$ cat src/rtl/multi_channel_counter.sv
// Bank of independent up/down counters with load, terminal-count pulse and optional
// coherent snapshot (enabled by defining COUNTER_SNAPSHOT_EN).
module multi_channel_counter #(
    parameter int unsigned WIDTH    = 5,
    parameter int unsigned CHANNELS = 2,
    parameter int unsigned SATURATE = 0
) (
    input  logic                      clk,
    input  logic                      reset,
    input  logic [CHANNELS-1:0]       en,
    input  logic [CHANNELS-1:0]       up_dn,
    input  logic [CHANNELS-1:0]       load,
    input  logic [CHANNELS*WIDTH-1:0] load_val,
    output logic [CHANNELS*WIDTH-1:0] count,
    output logic [CHANNELS-1:0]       tc,
    input  logic                      snap_req,
    output logic [CHANNELS*WIDTH-1:0] snap_data,
    output logic                      snap_valid
);

    localparam logic [WIDTH-1:0] MaxVal = '1;

    // Channel k comes out of reset holding k, so channels are distinguishable at power-up.
    function automatic logic [CHANNELS*WIDTH-1:0] reset_counts();
        logic [CHANNELS*WIDTH-1:0] r;
        r = '0;
        for (int k = 0; k < CHANNELS; k++) begin
            r[k*WIDTH +: WIDTH] = WIDTH'(k);
        end
        return r;
    endfunction

    localparam logic [CHANNELS*WIDTH-1:0] CountRst = reset_counts();

    logic [CHANNELS*WIDTH-1:0] count_q, count_d;
    logic [CHANNELS-1:0]       tc_q, tc_d;

    for (genvar k = 0; k < CHANNELS; k++) begin : g_ch
        logic [WIDTH-1:0] cur;
        logic [WIDTH-1:0] nxt;
        logic             term;
        logic             tc_nxt;

        assign cur  = count_q[k*WIDTH +: WIDTH];
        assign term = up_dn[k] ? (cur == MaxVal) : (cur == '0);

        always_comb begin
            nxt    = cur;
            tc_nxt = 1'b0;
            if (load[k]) begin
                nxt = load_val[k*WIDTH +: WIDTH];
            end else if (en[k]) begin
                tc_nxt = term;
                if (!((SATURATE != 0) && term)) begin
                    nxt = up_dn[k] ? cur + WIDTH'(1) : cur - WIDTH'(1);
                end
            end
        end

        assign count_d[k*WIDTH +: WIDTH] = nxt;
        assign tc_d[k]                   = tc_nxt;
    end

    always_ff @(posedge clk or posedge reset) begin
        if (reset) begin
            count_q <= CountRst;
            tc_q    <= '0;
        end else begin
            count_q <= count_d;
            tc_q    <= tc_d;
        end
    end

    assign count = count_q;
    assign tc    = tc_q;

`ifdef COUNTER_SNAPSHOT_EN
    logic [CHANNELS*WIDTH-1:0] snap_data_q, snap_data_d;
    logic                      snap_valid_q, snap_valid_d;

    // Capture pre-edge counts of every channel together so the snapshot is coherent.
    always_comb begin
        snap_data_d  = snap_req ? count_q : snap_data_q;
        snap_valid_d = snap_req;
    end

    always_ff @(posedge clk or posedge reset) begin
        if (reset) begin
            snap_data_q  <= '0;
            snap_valid_q <= 1'b0;
        end else begin
            snap_data_q  <= snap_data_d;
            snap_valid_q <= snap_valid_d;
        end
    end

    assign snap_data  = snap_data_q;
    assign snap_valid = snap_valid_q;
`else
    logic unused_snap_req;
    assign unused_snap_req = snap_req;
    assign snap_data       = '0;
    assign snap_valid      = 1'b0;
`endif

endmodule

$ cat config.mk
export PLATFORM = sky130hd
export DESIGN_NAME = multi_channel_counter
export DESIGN_NICKNAME = d
export VERILOG_FILES = /design/src/rtl/multi_channel_counter.sv
export SDC_FILE = /design/constraint.sdc
export NUM_CORES = 1
export LEC_CHECK = 0
export ABC_AREA = 1
export BUFFER_PORTS_ARGS = -buffer_cell sky130_fd_sc_hd__buf_2
export CELL_PAD_IN_SITES_DETAIL_PLACEMENT = 0
export CELL_PAD_IN_SITES_GLOBAL_PLACEMENT = 2
export CORE_MARGIN = 2
export CORE_UTILIZATION = 27
export CTS_CLUSTER_SIZE = 24
export DETAILED_ROUTE_END_ITERATION = 8
export PLACE_DENSITY_LB_ADDON = 0.3
export SYNTH_ARGS = -nofsm -noshare
export SYNTH_HDL_FRONTEND = slang
export SYNTH_SLANG_ARGS = --single-unit
$ cat constraint.sdc
create_clock -name clk -period 2.55 [get_ports clk]
set_input_delay 0.51 -clock clk [delete_from_list [all_inputs] [get_ports clk]]
set_output_delay 0.51 -clock clk [all_outputs]
set_load 0.01 [all_outputs]
==> results.toml <==
[cts]
cts.path.max_buffers = 2
insertion_delay_ps = 240
clkSlewWorstSetupHoldPaths_ps = 60
cts_sinks = 12
cts_tree = "done"
cts_buffers = 3
cts_hold_buf = 0
htreeDepth = 1
cts_resized = 0
root_buffer = "clkbuf_8"
postCtsSetupBuffers = 0

[timing]
fin_setup_tns_ps = 0
setup_slack_ps = 956.8
finalSetupViolCount = 0
period_share_pct = 62.48
fin_crit_ps = 1593
rsz0062_at_grt = "no"
finalClockSkew_ps = 0.4632
hold_viol = 0
slew_violations = 0
fmax_mhz = 627.7

[worst_setup_path]
crit_chain = "inv_1 -> fa_1 -> inv_1 -> nand2_1 -> nand2_1 -> nand2_1 -> nand2_1 -> nand3_1 -> nand2_1"
worstSetupEndpointType = "flop"
crit_buf_inv = 2
critPathMostFrequentCell = "nand2_1"
cp_top_family = "flip-flops"
r2r_cells = 9
timing.rr.start = "count[5]"
worstPathMaxFanout = 7
slowest_delay_ps = 600
r2r_end = "count[9]"
cp_data_arrival_time_ps = 1770
reg2reg_slack_ps = 960
worstPathRequired_ps = 2730
start_kind = "flop"
critPathKind = "reg -> reg"
worst_path_max_delay_cell = "dfstp_2"

[routing]
wl_per_cell_microns = 11.03
drt_wl_total_microns = 2437
viasPerCell = 4.353
drc = 0
first_pass_iters = 4
drt_iter0_markers = 32
ant_nets = 0
vias = 962

[logic_synthesis]
synthesis.yosys.warnings = 0
yosys.area.top_type_share_pct = 26.51
synth_area_sq_um = 1038
ys_seq_area_share_pct = 29.04
synth_area_leader_cell = "dfrtp_1"
synthTopCellsByArea = "dfrtp_1 (27%), nand2_1 (13%), buf_4 (8.0%)"
yosysUniqueCellTypes = 24
syn_avg_cell_area_sq_um = 7.365
syn-instance-count = 141
synth-seq-cells = 12

[cells_and_area]
multi_input_area_sq_um = 620.6
nets = 201
n_fill_cell = 431
final_util_pct = 33.99
syn_to_final_growth_pct = 20.72
final_common_cell = "nand2_1"
layout_common_cells = "nand2_1 (35), buf_2 (29), inv_1 (16)"
antenna_cells = 0
drive_above_1_share_pct = 27.75
register_area_sq_um = 301.5

[floorplan]
coreArea_sq_um = 3689
die_h_microns = 66.02
die-area_sq_um = 4359
row_count = 22
chipWidth_microns = 66.02
start_util_pct = 28.15
io_pins = 42

[flow_run]
cap_violations = 0

[outcome]
status = "completed"

[global_routing]
antenna_found_initial = 0
grt_max_degree = 13
grt_pass1_vias = 880
overflow = 0
grt_pass1_wl_microns = 3995
globalRouteTotalUtil_pct = 11.95

[pwr]
total_power_w = 0.0007069
leakage_nw = 0.6745
ir_drop_v = 0.0001655
p_per_area_nw_per_um2 = 563.8

[min_path]
hp-class = "in -> async"

[place]
dp_slack_ps = 763.0
port_buffers = 29
gp_congestion = 0.7961
dpl.hpwl_microns = 1973
synthesized netlist by cell type:
cell and count:
a21oi_1 4, a21oi_2 2, a22oi_1 6, buf_4 11, conb_1 1, dfrtp_1 11
dfstp_2 1, fa_1 2, ha_1 6, inv_1 16, inv_2 3, nand2_1 35
nand3_1 11, nand3b_1 1, nand4_1 2, nor2_1 10, nor2_2 4, nor2_4 2
nor3_1 1, o211ai_1 4, o21ai_1 2, or2_2 3, xnor2_1 1, xor2_1 2
registers in the layout (all words and copies together), names as in the netlist:
register  cells
tc            2
count        10
worst max-delay path by stage:
stage	slack, ps	end	depth (start not counted)	from
6_report	960	count[9]	9	count[5]
5_1_grt	790	count[9]	9	count[5]
4_1_cts	960	count[9]	9	count[5]
3_5_place_dp	760	count[4]	8	up_dn[0]
3_3_place_gp	780	count[9]	8	up_dn[1]
2_1_floorplan	1030	count[9]	7	up_dn[1]
where the power goes:
part	total, W	switching, W	internal, W
Clock	0.000211	0.0000749	0.000137
Combinational	0.000245	0.000142	0.000102
Sequential	0.000251	0.0000352	0.000215
Total	0.000707	0.000253	0.000454
layout make-up:
class                   count  area share, %
well taps                  48          4.790
multi-input cells         109          49.50
flip-flops and latches     12          24.05
repair buffers             29          11.58
inverters                  19          5.689
clock buffers               4          4.391
cell families after synthesis:
group	after synthesis	synth area share [%]
simple gates	69	30.36
fa+ha+maj	8	11.08
flops	12	29.04
xor+xnor	3	2.531
buf+inv	30	14.82
compound gates	18	11.81
other cells	1	0.3611
layer usage:
layer  part of all wire, %  GRT usage (%)
met1                    51          16.37
met2                    44          19.32
met3                   4.9          1.193
met4                     0          4.592
met5                     0              0
per-stage QoR:
stage          cells  hold slack, ps  cell area, sq um
4_1_cts          221           296.8              1254
6_report         221           275.0              1254
3_5_place_dp     217           557.9              1199
3_3_place_gp     217           546.5              1199
2_1_floorplan    151           374.0              1076
5_1_grt          221           321.1              1254
(Power assumes the default switching activity.)
